## config.mk

```make
export PLATFORM = sky130hd
export DESIGN_NAME = pal_dp_sched
export DESIGN_NICKNAME = d
export VERILOG_FILES = /design/src/rtl/pal_dp_sched.sv
export SDC_FILE = /design/constraint.sdc
export NUM_CORES = 1
export LEC_CHECK = 0
export ABC_CLOCK_PERIOD_IN_PS = 2350
export BUFFER_PORTS_ARGS = -buffer_cell sky130_fd_sc_hd__buf_2
export CORE_UTILIZATION = 46
export DETAILED_ROUTE_END_ITERATION = 8
export PLACE_DENSITY_LB_ADDON = 0.12
export SYNTH_ARGS = -nofsm -noshare
export SYNTH_HDL_FRONTEND = slang
export SYNTH_SLANG_ARGS = --single-unit
```

## constraint.sdc

```tcl
create_clock -name i_clk -period 2.35 [get_ports i_clk]
set_input_delay 0 -clock i_clk [delete_from_list [all_inputs] [get_ports i_clk]]
set_output_delay 0 -clock i_clk [all_outputs]
set_load 0.02 [all_outputs]
```

## src/rtl/pal_dp_sched.sv

```systemverilog
// Round-robin scheduler sharing one pipelined datapath among N_REQ requesters, with credit-limited
// issue, an in-order response ID FIFO and a flush/drain sequence. Optional PAL_SCHED_LOCK_EN adds
// per-requester grant locking.
module pal_dp_sched #(
  parameter int unsigned N_REQ     = 4,
  parameter int unsigned W_DATA    = 32,
  parameter int unsigned MAX_OUTST = 4,
  localparam int unsigned W_ID     = (N_REQ > 1) ? $clog2(N_REQ) : 1,
  localparam int unsigned W_CNT    = $clog2(MAX_OUTST) + 1
) (
  input  logic                      i_clk,
  input  logic                      resetn,
  input  logic [N_REQ-1:0]          i_req_valid,
  input  logic [N_REQ*W_DATA-1:0]   i_req_data,
`ifdef PAL_SCHED_LOCK_EN
  input  logic [N_REQ-1:0]          i_req_lock,
`endif
  output logic [N_REQ-1:0]          o_req_ready,
  output logic                      o_dp_valid,
  output logic [W_DATA-1:0]         o_dp_data,
  output logic [W_ID-1:0]           o_dp_id,
  input  logic                      i_dp_ready,
  input  logic                      i_rsp_valid,
  output logic [W_ID-1:0]           o_rsp_id,
  input  logic                      i_flush,
  output logic                      o_flush_done,
  output logic [W_CNT-1:0]          o_outst,
  output logic                      o_err
);

  localparam int unsigned W_PTR = (MAX_OUTST > 1) ? $clog2(MAX_OUTST) : 1;

  typedef enum logic [0:0] {StRun, StDrain} state_e;

  state_e              state_q;
  logic                dp_valid_q;
  logic [W_DATA-1:0]   dp_data_q;
  logic [W_ID-1:0]     dp_id_q;
  logic [W_CNT-1:0]    outst_q;
  logic                flush_done_q;
  logic                err_q;
  logic [W_ID-1:0]     ptr_q;
  logic [W_ID-1:0]     fifo_q [MAX_OUTST];
  logic [W_PTR-1:0]    wr_q, rd_q;
`ifdef PAL_SCHED_LOCK_EN
  logic                lk_q;
`endif

  logic                fire, rsp_ok, can_accept, found, accept;
  logic [W_CNT:0]      pending;
  logic [W_ID-1:0]     base, grant_idx;
  logic [W_ID:0]       s;

  function automatic logic [W_ID-1:0] next_req(input logic [W_ID-1:0] i);
    logic [W_ID:0] n;
    n = {1'b0, i} + (W_ID+1)'(1);
    return (n == (W_ID+1)'(N_REQ)) ? '0 : n[W_ID-1:0];
  endfunction

  always_comb begin
    fire       = dp_valid_q & i_dp_ready;
    rsp_ok     = i_rsp_valid && (outst_q != '0);
    pending    = {1'b0, outst_q} + (W_CNT+1)'(dp_valid_q);
    can_accept = (state_q == StRun) && (pending < (W_CNT+1)'(MAX_OUTST)) && (!dp_valid_q || fire);
`ifdef PAL_SCHED_LOCK_EN
    // Once the holder releases its lock the scan resumes just past it.
    base = (lk_q && !(i_req_lock[ptr_q] && i_req_valid[ptr_q])) ? next_req(ptr_q) : ptr_q;
`else
    base = ptr_q;
`endif
    found     = 1'b0;
    grant_idx = '0;
    s         = '0;
    for (int i = 0; i < int'(N_REQ); i++) begin
      s = {1'b0, base} + (W_ID+1)'(i);
      if (s >= (W_ID+1)'(N_REQ)) s = s - (W_ID+1)'(N_REQ);
      if (!found && i_req_valid[s[W_ID-1:0]]) begin
        found     = 1'b1;
        grant_idx = s[W_ID-1:0];
      end
    end
    accept      = can_accept & found;
    o_req_ready = '0;
    if (accept) o_req_ready[grant_idx] = 1'b1;
  end

  always_ff @(posedge i_clk) begin
    if (!resetn) begin
      state_q      <= StRun;
      dp_valid_q   <= 1'b0;
      dp_data_q    <= '0;
      dp_id_q      <= '0;
      outst_q      <= '0;
      flush_done_q <= 1'b0;
      err_q        <= 1'b0;
      ptr_q        <= '0;
      wr_q         <= '0;
      rd_q         <= '0;
`ifdef PAL_SCHED_LOCK_EN
      lk_q         <= 1'b0;
`endif
    end else begin
      if (accept) begin
        dp_valid_q <= 1'b1;
        dp_data_q  <= i_req_data[grant_idx*W_DATA +: W_DATA];
        dp_id_q    <= grant_idx;
`ifdef PAL_SCHED_LOCK_EN
        ptr_q      <= i_req_lock[grant_idx] ? grant_idx : next_req(grant_idx);
        lk_q       <= i_req_lock[grant_idx];
`else
        ptr_q      <= next_req(grant_idx);
`endif
      end else if (fire) begin
        dp_valid_q <= 1'b0;
      end

      if (fire) begin
        fifo_q[wr_q] <= dp_id_q;
        wr_q         <= wr_q + W_PTR'(1);
      end
      if (rsp_ok) rd_q <= rd_q + W_PTR'(1);
      outst_q <= outst_q + W_CNT'(fire) - W_CNT'(rsp_ok);
      if (i_rsp_valid && !rsp_ok) err_q <= 1'b1;

      flush_done_q <= 1'b0;
      unique case (state_q)
        StRun: begin
          // A flush that finds nothing in flight completes without entering drain.
          if (i_flush) begin
            if (!dp_valid_q && outst_q == '0 && !accept) flush_done_q <= 1'b1;
            else                                         state_q      <= StDrain;
          end
        end
        StDrain: begin
          if (!dp_valid_q && outst_q == '0) begin
            state_q      <= StRun;
            flush_done_q <= 1'b1;
          end
        end
        default: state_q <= StRun;
      endcase
    end
  end

  assign o_dp_valid   = dp_valid_q;
  assign o_dp_data    = dp_data_q;
  assign o_dp_id      = dp_id_q;
  assign o_outst      = outst_q;
  assign o_flush_done = flush_done_q;
  assign o_err        = err_q;
  assign o_rsp_id     = (outst_q != '0) ? fifo_q[rd_q] : '0;

endmodule

```

==> impl_metrics.env, run 1 <==
export IMPL_die_area_um2=8070
export IMPL_worst_clock_skew_ps=11.9
export IMPL_ios=183
export IMPL_reg2reg_slack_ps=110
export IMPL_routed_top_layer="met4"
export IMPL_fin_nets=703
export IMPL_cts_clk_slew_worst_paths_ps=80
export IMPL_cellLeakagePower_nw=2.29
export IMPL_gp_congestion=0.805
export IMPL_power_density_nw_per_um2=1020
export IMPL_wl_um=10100
export IMPL_start_kind="register"
export IMPL_cp_required_ps=2570
export IMPL_synth_cell_types=46
export IMPL_ys_seq_elements=57
export IMPL_cts_path_max_buffers=2
export IMPL_worst_r2r_path_depth=9
export IMPL_dr_wl_met2_um=5010
export IMPL_grt_antenna_before_repair=0
export IMPL_slowest_stage="or3_4"
export IMPL_wl_per_cell_um=15.3
export IMPL_final_cell_mix="buf_2, and3_1, dfxtp_1"
export IMPL_min_to="o_dp_data[19]"
export IMPL_num_rows=31
export IMPL_drt_iter0_markers=83
export IMPL_wl_met3_um=596
export IMPL_ys_seq_area_frac=0.344
export IMPL_yosys_warnings=0
export IMPL_status="finished, final reports clean"
export IMPL_synth_edf_count=8
export IMPL_cts_max_level=3
export IMPL_period_minus_slack_ps=2240
export IMPL_ys_flop_type="dfxtp_1"
export IMPL_finalSetupViolations=0
export IMPL_min_period_over_period=0.952
export IMPL_hold_violations=0
export IMPL_post_cts_buffers=0
export IMPL_die_w_um=89.9
export IMPL_crit_type="reg2reg"
export IMPL_cp_end_kind="register"
export IMPL_syn_instance_count=379
export IMPL_cts_buffers_inserted=9
export IMPL_hold_depth=3
export IMPL_fmax_mhz=447
export IMPL_postSynthAreaPerCell_um2=9.37
export IMPL_num_antenna_cells=0
export IMPL_synthesis_nets=528
export IMPL_netlist_area_um2=3550
export IMPL_die_height_um=89.9
export IMPL_final_common_cell="buf_2"
export IMPL_drc_errors=0
export IMPL_tritoncts="done"
export IMPL_fin_util=0.639
export IMPL_port_buffers=182
export IMPL_grt_max_degree=65
export IMPL_rsz0062_at_grt="no"
export IMPL_final_max_slew_viol_count=0
export IMPL_slowest_delay_ps=430
export IMPL_clkLatencyLatePin_ps=340
export IMPL_finalSetupTns_ps=0
export IMPL_crit_chain="or3_4 -> and2_1 -> ha_1 -> inv_1 -> ha_1 -> inv_1 -> fa_1 -> xnor2_1 -> nor2_1"
export IMPL_grt_pass1_wl_um=16500
export IMPL_fillers=706
export IMPL_core_area_um2=7370
export IMPL_firstDrtPassIters=4
export IMPL_dr_total_vias=3615
export IMPL_ctsRootBufferMaster="clkbuf_8"
export IMPL_hold_ws_ps=20.7
export IMPL_area_growth_pct=32.6
export IMPL_drive_above_1_share=0.453
export IMPL_relSlewSlack=0.644
export IMPL_grtUsageTotal=0.252
export IMPL_r2r_start="o_outst[0]"
export IMPL_worstPathMaxFanout=6
export IMPL_tightestPinTransition_ps=535
export IMPL_vias_per_cell=5.49
export IMPL_initial_utilization=0.482
export IMPL_crit_buf_inv=2
export IMPL_hpwlAfterDp_um=7260
export IMPL_crit_family="adder cells"
export IMPL_rr_endpoint="o_outst[2]"
export IMPL_max_cap_violations=0
export IMPL_grt_pass1_vias=3479
export IMPL_crit_arrival_ps=2460
export IMPL_hp_class="in2reg"
export IMPL_crit_cells=9
export IMPL_ir_worst_vdd_mv=0.415
export IMPL_hp_start="i_req_data[19]"
export IMPL_grt_ovfl_total=0
export IMPL_synth_async_reset_ratio=0
export IMPL_clock_sinks=57
export IMPL_drtAntennaViolNets=0
export IMPL_met1Wirelength_um=4300
[per-stage QoR]
stage / power (mW) / worst slack (ps) / area (um2) / cells
floorplan: 3.24 / 150 / 3550 / 379
global placement: 3.90 / 151 / 4470 / 638
detailed placement: 3.94 / 51.1 / 4470 / 638
CTS: 4.83 / 46.7 / 4700 / 658
global route: 5.15 / 3.51 / 4710 / 658
finish: 4.80 / 112 / 4710 / 658
[synthesized netlist by cell type (2+ instances only)]
cell | n | area, um2
and2_1 | 8 | 50.1
o21a_1 | 2 | 15.0
o21ai_0 | 4 | 20.0
and3_1 | 64 | 400
nand2_1 | 3 | 11.3
and3_2 | 4 | 30.0
buf_4 | 2 | 15.0
nor2b_1 | 3 | 18.8
nand3_1 | 5 | 25.0
ha_1 | 11 | 138
a211oi_2 | 22 | 275
buf_6 | 11 | 124
nand2_2 | 2 | 12.5
mux4_2 | 2 | 45.0
nor2_1 | 14 | 52.6
dfxtp_1 | 49 | 981
xnor2_1 | 3 | 26.3
a211oi_1 | 42 | 315
inv_2 | 2 | 7.51
inv_1 | 39 | 146
edfxtp_1 | 8 | 240
clkbuf_1 | 15 | 56.3
o32ai_1 | 32 | 280
buf_2 | 5 | 25.0
a21oi_1 | 6 | 30.0
[cell families (layout without fill, tap and decap cells)]
group / Yosys count / after routing / share of synthesized area
AOI/OAI and AO/OA: 117 / 117 / 0.288
DFF: 57 / 57 / 0.344
buffers and inverters: 75 / 255 / 0.111
adders and majority gates: 12 / 12 / 0.0444
and+or+nand+nor: 111 / 111 / 0.188
xor gates and xnor gates: 4 / 4 / 0.00987
muxes: 3 / 3 / 0.0155
[area by class of cell]
type	count	area, um2	area share
clock buffer	9	124	0.0263
clock inverter	7	61.3	0.0130
inverter	41	156	0.0332
multi-input combinational	247	1950	0.415
sequential	57	1220	0.259
tap	99	124	0.0263
timing repair buffer	198	1070	0.227
[registers in the layout, indices dropped and copies added (netlist names), 2 cells and up, named ones only]
register / cells
o_dp_data: 32
fifo_q: 8
o_outst: 3
base: 2
o_dp_id: 2
rd_q: 2
wr_q: 2
[worst reg2reg max path: stages, from the launching register on]
cell and delay [ps]:
dfxtp_1 370, or3_4 430, and2_1 200, ha_1 280, inv_1 60, ha_1 130
inv_1 50, fa_1 380, xnor2_1 170, nor2_1 50
[report_power, final]
part	leakage [nW]	total [mW]	internal (mW)	switching, mW
Clock	0.0888	0.869	0.402	0.467
Combinational	1.72	2.47	0.994	1.47
Sequential	0.478	1.47	1.28	0.186
[how the worst max path moves through the flow]
stage	startpoint	endpoint	slack, ps
global placement	o_outst[0]	o_outst[2]	150
CTS	o_outst[0]	o_outst[2]	50
global route	o_outst[0]	o_outst[2]	4
detailed placement	o_outst[0]	o_outst[2]	50
floorplan	o_outst[1]	o_outst[2]	150
finish	o_outst[0]	o_outst[2]	110
[timing repair]
action / CTS / global route
setup endpoints to repair: 2 / 3
cloned: 0 / 0
hold endpoints to repair: 7 / 0
resized for setup: 1 / 2
hold buffers: 4 / 0
[metal layers]
layer,global-route usage,vias to the layer above
met5,0,-
met4,0.0995,0
met3,0.0516,15
met2,0.426,121
met1,0.314,1700
li1,-,1779
Power figures use the tool's default switching activity.
==> run 2, diff against run 1 <==
- CORE_UTILIZATION: 46 -> 35
==> run 2 against run 1 <==
Design area up 0.77%. Sequential cell count unchanged. Cell count up 4.7%. Clock-buffer cell count unchanged. First-iteration DRC count down 2.4%. Non-clock buffer count down 3. Register-to-register slack better by 40 ps. Die area up 31%. Largest cell class unchanged. Wire length up 4.5%.
==> impl_metrics.env, run 2 (synthesis gave the netlist of run 1 again) <==
export IMPL_status="finished, final reports clean"
export IMPL_slowest_delay_ps=430
export IMPL_die_w_um=103
export IMPL_grt_ovfl_total=0
export IMPL_fin_nets=700
export IMPL_final_area_um2=4740
export IMPL_gp_congestion=0.727
export IMPL_cp_end_kind="register"
export IMPL_cellLeakagePower_nw=2.28
export IMPL_hold_depth=3
export IMPL_final_common_cell="buf_2"
export IMPL_grt_max_degree=65
export IMPL_rsz0062_at_grt="no"
export IMPL_cts_max_level=3
export IMPL_reg2reg_slack_ps=150
export IMPL_vias_per_cell=5.12
export IMPL_die_area_um2=10600
export IMPL_crit_start="o_outst[0]"
export IMPL_fillers=1058
export IMPL_start_kind="register"
export IMPL_period_minus_slack_ps=2200
export IMPL_die_height_um=103
export IMPL_final_cell_mix="buf_2, and3_1, dfxtp_1"
export IMPL_finalSetupTns_ps=0
export IMPL_crit_arrival_ps=2420
export IMPL_wl_um=10600
export IMPL_num_rows=36
export IMPL_cp_required_ps=2570
export IMPL_drive_above_1_share=0.450
export IMPL_fmax_mhz=454
export IMPL_port_buffers=182
export IMPL_multi_input_area_um2=1950
export IMPL_min_period_over_period=0.937
export IMPL_firstDrtPassIters=4
export IMPL_grtUsageTotal=0.196
export IMPL_p_int_mw=2.76
export IMPL_ir_worst_vdd_mv=0.423
export IMPL_worst_clock_skew_ps=5.01
export IMPL_core_area_um2=9820
export IMPL_dr_total_vias=3530
export IMPL_cts_clk_slew_worst_paths_ps=80
export IMPL_slowest_stage="or3_4"
export IMPL_worst_r2r_path_depth=9
export IMPL_grt_pass1_wl_um=15800
export IMPL_finalSetupViolations=0
export IMPL_hp_start="i_req_data[21]"
export IMPL_hp_class="in2reg"
export IMPL_grt_pass1_vias=3174
export IMPL_clkLatencyLatePin_ps=340
export IMPL_max_cap_violations=0
export IMPL_power_frac_comb=0.502
export IMPL_r2r_start="o_outst[0]"
export IMPL_hpwlAfterDp_um=7420
export IMPL_switchingPower_mw=2.13
export IMPL_cts_path_max_buffers=2
export IMPL_clkPwrFrac=0.199
export IMPL_ctsRootBufferMaster="clkbuf_8"
export IMPL_num_antenna_cells=0
export IMPL_clock_sinks=57
export IMPL_worstPathMaxFanout=6
export IMPL_hold_violations=0
export IMPL_cts_buffers_inserted=9
export IMPL_final_max_slew_viol_count=0
export IMPL_crit_buf_inv=2
export IMPL_power_switching_share=0.436
export IMPL_crit_type="reg2reg"
export IMPL_area_growth_pct=33.6
export IMPL_dpl_instance_area_um2=4490
export IMPL_relSlewSlack=0.644
export IMPL_min_to="o_dp_data[21]"
export IMPL_tritoncts="done"
export IMPL_initial_utilization=0.362
export IMPL_drtAntennaViolNets=0
export IMPL_seqCellArea_um2=1220
export IMPL_fin_total_pwr_mw=4.89
export IMPL_drt_iter0_markers=81
export IMPL_power_density_nw_per_um2=1030
export IMPL_tightestPinTransition_ps=533
export IMPL_crit_chain="or3_4 -> and2_1 -> ha_1 -> inv_1 -> ha_1 -> inv_1 -> fa_1 -> xnor2_1 -> nor2_1"
export IMPL_drc_errors=0
export IMPL_crit_family="adder cells"
export IMPL_seq_power_share=0.299
export IMPL_wl_per_cell_um=15.3
export IMPL_largest_reg_flops=32
export IMPL_ios=183
export IMPL_rr_endpoint="o_outst[2]"
export IMPL_grt_antenna_before_repair=0
## run 2: area by class of cell
class	instances	share of cell area
tap	133	0.0351
timing repair buffer	195	0.221
clock buffer	9	0.0261
multi-input combinational	247	0.411
sequential	57	0.257
clock inverter	7	0.0164
inverter	41	0.0330
## run 2: layer usage
layer / GRT usage / share of wire / vias up
met4: 0.0802 / 0.011 / 0
met5: 0 / 0 / -
met1: 0.252 / 0.45 / 1646
met2: 0.318 / 0.48 / 112
met3: 0.0427 / 0.053 / 10
li1: - / - / 1762
## run 2: tightest hold or removal path, cell delays in order
cell,delay (ps)
buf_2,80
a211oi_1,50
o32ai_1,190
## run 2: metrics by stage
step,setup WS [ps],util,hold slack [ps],std cells
after CTS,79.3,0.482,13.9,689
after detailed placement,86.0,0.457,256,669
final,148,0.483,28.7,689
after global routing,13.4,0.483,29.7,689
after floorplan,150,-,118,379
after global placement,152,0.457,243,669
## run 2: worst max-delay path by stage
stage	depth (start not counted)	slack, ps	endpoint
floorplan	9	150	o_outst[2]
global placement	9	150	o_outst[2]
detailed placement	9	90	o_outst[2]
CTS	9	80	o_outst[2]
global route	9	10	o_outst[2]
finish	9	150	o_outst[2]
## run 2: power by group through the flow
stage / combinational [mW] / sequential, mW / clock, mW
6_report: 2.45 / 1.46 / 0.972
5_1_grt: 2.70 / 1.50 / 1.03
4_1_cts: 2.48 / 1.46 / 0.994
3_5_place_dp: 2.46 / 1.48 / 0
3_3_place_gp: 2.45 / 1.47 / 0
2_1_floorplan: 1.48 / 1.76 / 0
## run 2: what timing repair did
action                                  in CTS  in global routing
endpoints found under the hold margin        6                  0
hold buffers                                 4                  0
endpoints found under the setup margin       2                  3
gates resized for setup                      1                  2
buffers inserted                             0                  0
